[config.mk]
export PLATFORM = sky130hd
export DESIGN_NAME = vga_fb_port_arbiter
export DESIGN_NICKNAME = d
export VERILOG_FILES = /design/src/rtl/vga_fb_pkg.sv /design/src/rtl/vga_fb_scan_addr.sv /design/src/rtl/vga_fb_port_arbiter.sv
export SDC_FILE = /design/constraint.sdc
export NUM_CORES = 1
export LEC_CHECK = 0
export CAP_MARGIN = 20
export CORE_MARGIN = 2
export CORE_UTILIZATION = 50
export DETAILED_ROUTE_END_ITERATION = 12
export DONT_BUFFER_PORTS = 1
export PLACE_DENSITY = 0.73
export RECOVER_POWER = 25
export SLEW_MARGIN = 20
export SYNTH_ARGS = -nofsm -noshare
export SYNTH_HDL_FRONTEND = slang
export SYNTH_HIERARCHICAL = 1
export SYNTH_SLANG_ARGS = --single-unit
[constraint.sdc]
create_clock -name vga_clk -period 3.9 [get_ports vga_clk]
set_input_delay 0.195 -clock vga_clk [delete_from_list [all_inputs] [get_ports vga_clk]]
set_output_delay 0.195 -clock vga_clk [all_outputs]
set_load 0.1 [all_outputs]
[src/rtl/vga_fb_pkg.sv]
// vga_fb_pkg: shared types and constants for the frame-buffer port arbiter.
package vga_fb_pkg;
    typedef enum logic [1:0] {
        IDLE  = 2'd0,
        WRITE = 2'd1,
        ACK   = 2'd2
    } wr_state_e;
    localparam int FB_DEPTH_1440x900 = 1440 * 900;
    localparam int DEF_ADDR_W = 21;
    localparam int DEF_DATA_W = 16;
endpackage

[src/rtl/vga_fb_scan_addr.sv]
// vga_fb_scan_addr: linear scan-out address, cleared on VSYNC rising edge, wraps at FB_DEPTH.
module vga_fb_scan_addr
    import vga_fb_pkg::*;
#(
    parameter int ADDR_W   = DEF_ADDR_W,
    parameter int FB_DEPTH = FB_DEPTH_1440x900
) (
    input  logic              vga_clk,
    input  logic              rst_n,
    input  logic              Ready_Sig,
    input  logic              VSYNC_Sig,
    output logic [ADDR_W-1:0] scan_addr
);
    localparam logic [ADDR_W-1:0] LAST = ADDR_W'(FB_DEPTH - 1);
    logic              vs_q;
    logic [ADDR_W-1:0] addr_q, addr_d;
    // A frame start overrides any increment in the same cycle.
    always_comb addr_d = (VSYNC_Sig && !vs_q) ? '0 :
                         !Ready_Sig           ? addr_q :
                         (addr_q == LAST)     ? '0 : addr_q + 1'b1;
    always_ff @(posedge vga_clk or negedge rst_n) begin
        if (!rst_n) begin
            vs_q   <= 1'b0;
            addr_q <= '0;
        end else begin
            vs_q   <= VSYNC_Sig;
            addr_q <= addr_d;
        end
    end
    assign scan_addr = addr_q;
endmodule

[src/rtl/vga_fb_port_arbiter.sv]
// vga_fb_port_arbiter: shares a single-port frame buffer between VGA scan-out and a pixel writer.
// Scan-out reads own the RAM during active video; writes are issued only in blanking.
module vga_fb_port_arbiter
    import vga_fb_pkg::*;
#(
    parameter int ADDR_W   = DEF_ADDR_W,
    parameter int DATA_W   = DEF_DATA_W,
    parameter int FB_DEPTH = FB_DEPTH_1440x900
) (
    input  logic              vga_clk,
    input  logic              rst_n,
    input  logic              Ready_Sig,
    input  logic              VSYNC_Sig,
    input  logic              wr_req,
    input  logic [ADDR_W-1:0] wr_addr,
    input  logic [DATA_W-1:0] wr_data,
    output logic              wr_ack,
    output logic [ADDR_W-1:0] mem_addr,
    output logic [DATA_W-1:0] mem_wdata,
    output logic              mem_we,
    input  logic [DATA_W-1:0] mem_rdata,
    output logic [DATA_W-1:0] pix_data,
    output logic              pix_valid
);
    logic [ADDR_W-1:0] scan_addr;
    wr_state_e         state_q;
    logic [ADDR_W-1:0] wa_q;
    logic [DATA_W-1:0] wd_q;
    logic              rd_v1_q, pix_valid_q;
    logic [DATA_W-1:0] pix_data_q;
    logic              write_now;

    vga_fb_scan_addr #(
        .ADDR_W   (ADDR_W),
        .FB_DEPTH (FB_DEPTH)
    ) u_scan (
        .vga_clk   (vga_clk),
        .rst_n     (rst_n),
        .Ready_Sig (Ready_Sig),
        .VSYNC_Sig (VSYNC_Sig),
        .scan_addr (scan_addr)
    );

    // Active video always wins the port; a latched write simply waits for blanking.
    assign write_now = (state_q == WRITE) && !Ready_Sig;
    assign mem_we    = write_now;
    assign mem_addr  = write_now ? wa_q : scan_addr;
    assign mem_wdata = wd_q;
    assign wr_ack    = (state_q == ACK);

    always_ff @(posedge vga_clk or negedge rst_n) begin
        if (!rst_n) begin
            state_q <= IDLE;
            wa_q    <= '0;
            wd_q    <= '0;
        end else begin
            case (state_q)
                IDLE: if (wr_req && !Ready_Sig) begin
                    wa_q    <= wr_addr;
                    wd_q    <= wr_data;
                    state_q <= WRITE;
                end
                WRITE:   state_q <= Ready_Sig ? WRITE : ACK;
                ACK:     state_q <= IDLE;
                default: state_q <= IDLE;
            endcase
        end
    end

    // Two-stage pipe matching the RAM's one-cycle read latency.
    always_ff @(posedge vga_clk or negedge rst_n) begin
        if (!rst_n) begin
            rd_v1_q     <= 1'b0;
            pix_valid_q <= 1'b0;
            pix_data_q  <= '0;
        end else begin
            rd_v1_q     <= Ready_Sig;
            pix_valid_q <= rd_v1_q;
            pix_data_q  <= rd_v1_q ? mem_rdata : '0;
        end
    end
    assign pix_valid = pix_valid_q;
    assign pix_data  = pix_data_q;
endmodule
After elaboration in Yosys (flattened, before gate mapping)

Cells that the tools add are included.

Add/sub/neg operators: 1
Eq/ne operators: 4
Muxes and demuxes: 8
Reductions and logical operators: 8

Operators with widths:

| cell                                                                   | count |
|---|---|
| 21-bit two-way mux                                                     | 4 |
| 21-bit by 1-bit adder with 21-bit output (second input constant)       | 1 |
| 21-bit equality test (second input constant)                           | 1 |
| 16-bit two-way mux                                                     | 1 |
| 2-bit two-way mux                                                      | 2 |
| 2-bit one-hot mux with 2 select lines                                  | 1 |
| 1-bit logical AND                                                      | 3 |
| 2-bit by 1-bit equality test with 1-bit output (second input constant) | 1 |
| 2-bit equality test (second input constant)                            | 1 |
| 1-bit zero test                                                        | 2 |
| 2-bit zero test                                                        | 1 |
| 2-bit != test (second input constant)                                  | 1 |
| 2-bit AND reduction                                                    | 1 |
| 2-bit nonzero test                                                     | 1 |

Register bits: 79
Bits of input ports: 58
Output and inout port bits: 56

Depth between registers and ports, before layout

Word-level depth: 4
Depth in mapped cells: 6
Gate-level depth less buffers: 6

Hierarchy

The synthesis kept the hierarchy.

By module, submodules not included:

| module              | instances | cells each | area an instance (um^2) |
|---|---|---|---|
| vga_fb_port_arbiter | 1         | 145        | 2309.7 |
| vga_fb_scan_addr    | 1         | 121        | 1176.1 |

Worst setup path before layout

Ideal clock, no wire load.

Kind: reg2out
From: register state_q[1]
To: output wr_ack
Data arrival time: 1.771 ns
Required time: 3.705 ns
Setup slack: 1.934 ns
Cell stages (with the launch flop): 2
Path buffers: 0
Cells stage by stage: dfrtp_1 nor2b_1

Cells in the longest elaborated chain, start to end: 1

Ends and longest elaborated chain:

| element                  | line                      | text |
|---|---|---|
| start: declaration       | vga_fb_port_arbiter.sv:26 | `wr_state_e state_q;` |
| start signal: assignment | vga_fb_port_arbiter.sv:63 | `WRITE: state_q <= Ready_Sig ? WRITE : ACK;` |
| 2-bit equality test      | vga_fb_port_arbiter.sv:49 | `assign wr_ack = (state_q == ACK);` |
| end: declaration         | vga_fb_port_arbiter.sv:17 | `output logic wr_ack,` |

No other way between the ends.

Worst setup path in the final report

From: register state_q[0]
To: output mem_addr[10]

Cells in the longest elaborated chain, start to end: 3

Ends and longest elaborated chain:

| element                                        | line                      | text |
|---|---|---|
| 2-bit by 1-bit equality test with 1-bit output | vga_fb_port_arbiter.sv:45 | `assign write_now = (state_q == WRITE) && !Ready_Sig;` |
| 1-bit logical AND                              | vga_fb_port_arbiter.sv:45 |  |
| 21-bit two-way mux                             | vga_fb_port_arbiter.sv:47 | `assign mem_addr = write_now ? wa_q : scan_addr;` |
| end: declaration                               | vga_fb_port_arbiter.sv:18 | `output logic [ADDR_W-1:0] mem_addr,` |

No other way between the ends.

==> impl_metrics.env <==
export IMPL_synth_area_leaders="dfrtp_1 57%, mux2_1 9.7%, mux2_2 9.0%"
export IMPL_yosys_cell_count_top_type="dfrtp_1"
export IMPL_cts_tree="done"
export IMPL_die_w_um=87.50
export IMPL_worstPathMaxFanout=12
export IMPL_min_path_type="input port to flop"
export IMPL_synth_edff_count=0
export IMPL_synth_area_per_cell_um2=13.10
export IMPL_critPathSlowestCell="mux2_2"
export IMPL_finalHoldViolCount=0
export IMPL_cp_arrival_ns=2.25
export IMPL_grt_pass1_wl_um=11550
export IMPL_clk_pin_slew_worst_paths_ns=0.07
export IMPL_cts_setup_buffers=0
export IMPL_failed_checks="capacitance limit, slew limit"
export IMPL_yosys_cell_types_count=39
export IMPL_placed_cell_area_um2=3557
export IMPL_syn2layout_area_growth_pct=24.48
export IMPL_leakagePower_uw=0.001894
export IMPL_r2r_end="u_scan/scan_addr[18]$_DFFE_PN0P_"
export IMPL_grt_usage_pct=20.03
export IMPL_grt_overflow_total=0
export IMPL_yosysSeqAreaShare_pct=56.71
export IMPL_reg2regPathDepth=6
export IMPL_synthArstFlopShare_pct=100.0
export IMPL_num_vias=2251
export IMPL_antenna_cells=0
export IMPL_fp_dieArea_um2=7655
export IMPL_tightest_slew_ns=1.924
export IMPL_cp_slowest_stage_delay_ns=0.59
export IMPL_max_slew_margin_pct=-28.29
export IMPL_worstHoldPathCells=2
export IMPL_worstHoldStart="Ready_Sig"
export IMPL_drc=0
export IMPL_start_util_pct=51.59
export IMPL_design_area_um2=4339
export IMPL_cts_buffer_depth=2
export IMPL_clock_sinks=79
export IMPL_cts_root_buf="clkbuf_8"
export IMPL_crit_type="flop to primary output"
export IMPL_postLayoutCoreUtil_pct=64.22
export IMPL_post_route_period_util_pct=62.69
export IMPL_setup_tns_ns=0
export IMPL_drive_above_1_share_pct=17.07
export IMPL_io_pins=114
export IMPL_drtPass1Iterations=4
export IMPL_worst_hold_slack_ns=0.04635
export IMPL_yosys_warnings=6
export IMPL_antenna_found_initial=0
export IMPL_rows=30
export IMPL_synth_commonest_cells="79 x dfrtp_1, 30 x mux2_1, 28 x mux2_2"
export IMPL_finalSetupViolations=0
export IMPL_clk_latency_ns=0.34
export IMPL_cp_startpoint="state_q[0]$_DFFE_PN0P_"
export IMPL_cp_start_kind="flop"
export IMPL_grt_pass1_vias=2344
export IMPL_grt_setup_unrepaired="false"
export IMPL_gp_congestion=0.7249
export IMPL_ant_nets=0
export IMPL_maxSlewViolCount=80
export IMPL_holdPathEnd="state_q[0]$_DFFE_PN0P_"
export IMPL_synth_seq_cells=79
export IMPL_syn_area_um2=3486
export IMPL_power_density_nw_per_um2=573.8
export IMPL_synth_fp_nets=325
export IMPL_ys_dominant_reg_cell="dfrtp_1"
export IMPL_die_y_um=87.50
export IMPL_hpwl_um=4438
export IMPL_crit_chain="nor3b_4 > buf_4 > mux2_2"
export IMPL_required_ns=3.70
export IMPL_clock_skew_ns=0.01059
export IMPL_grt_max_degree=80
export IMPL_reg2reg_setup_slack_ns=2.04
export IMPL_ir_drop_mv=0.5036
export IMPL_clock_tree_htree_level_count=3
export IMPL_wirelength_um=7064
export IMPL_cts_buffers=9
export IMPL_yosys_area_top_type_share_pct=56.71
export IMPL_timing_max_cap_violations=1
export IMPL_portBuffers=0
export IMPL_status="finished, violations left"
export IMPL_finalPower_uw=2490
export IMPL_nets=389
export IMPL_viasPerCell=5.437
export IMPL_crit_path_end_kind="primary output"
export IMPL_synth_cells=266
export IMPL_fmax_ghz=0.4090
export IMPL_rr_startpoint="u_scan/scan_addr[0]$_DFFE_PN0P_"
export IMPL_core_area_um2=6756
export IMPL_fin_crit_ns=2.445
export IMPL_drt_initial_drc_count=78
export IMPL_wl_per_cell_um=17.06
export IMPL_synth_top_area_cell="dfrtp_1"
==> flip-flops by register name, indices dropped and copies added (netlist names) <==
| signal | flops |
|---|---|
| mem_wdata | 16 |
| pix_valid | 1 |
| state_q | 2 |
| wa_q | 21 |
| u_scan/vs_q | 1 |
| u_scan/scan_addr | 21 |
| pix_data | 16 |
| rd_v1_q | 1 |
==> area by class of cell <==
| cell class | instances | area, um^2 |
|---|---|---|
| well taps | 80 | 100.1 |
| multi-input cells | 177 | 1443 |
| flip-flops and latches | 79 | 1977 |
| inverters | 2 | 7.507 |
| clock buffers | 9 | 123.9 |
| clock inverters | 6 | 92.59 |
| repair buffers | 61 | 595.6 |
| fillers | 531 | 2417 |
==> through the flow <==
stage	worst slack [ns]	std cells
6_report	1.455	414
2_1_floorplan	1.934	266
3_3_place_gp	1.813	342
5_1_grt	1.276	414
3_5_place_dp	1.761	342
4_1_cts	1.367	414
==> worst max path at each step <==
stage | endpoint | slack (ns) | cells after the start
final | mem_addr[10] | 1.46 | 3
after global routing | mem_addr[10] | 1.28 | 3
after CTS | mem_addr[18] | 1.37 | 3
after detailed placement | mem_addr[18] | 1.76 | 3
after global placement | mem_addr[18] | 1.81 | 3
after floorplan | wr_ack | 1.93 | 1
==> logic make-up (layout without fill, tap and decap cells) <==
group	after synthesis	after routing	synth area share [%]
xor gates and xnor gates	13	13	3.266
DFF	79	79	56.71
AOI/OAI and AO/OA	21	21	4.343
muxes	58	58	18.74
buffers and inverters	10	78	2.405
adders and majority gates	1	1	0.3589
and+or+nand+nor	84	84	14.18
==> layout by cell type (no fill, tap or decap), types with 3 or more instances in the layout <==
cell / count
a21o_1: 3
a21oi_1: 5
and2_1: 16
and3_1: 3
buf_4: 4
clkbuf_8: 9
dfrtp_1: 79
dlygate4sd3_1: 56
mux2_1: 30
mux2_2: 28
nand2_1: 13
nand3_1: 8
nand4_1: 4
nor2_1: 17
nor3_1: 3
nor3b_1: 4
o21ai_0: 8
or3_1: 3
xnor2_1: 4
xor2_1: 9
==> worst max-delay path, delay by kind of cell, from the launching register on <==
kind                   cells  cell delay [ns]
flip-flops                 1             0.46
AND/OR/NAND/NOR            1             0.53
buffers and inverters      1             0.33
multiplexers               1             0.59
==> metal layers <==
layer	GRT usage (%)	up-vias	wire (um)
li1	-	1066	-
met1	25.39	1096	3006
met2	32.37	73	3523
met3	5.308	16	319
met4	8.671	0	214
met5	0	-	0
==> what timing repair did <==
| item | in CTS | in global routing |
|---|---|---|
| hold endpoints to repair | 136 | 0 |
| resized for setup | 0 | 0 |
| hold buffers | 57 | 0 |
==> report_power, final <==
group | switching (uW) | total [uW] | internal (uW)
clock | 298 | 659 | 361
sequential | 485 | 1420 | 932
combinational | 267 | 414 | 146
total | 1050 | 2490 | 1440
No activity file was read; power rests on OpenSTA's default activity.
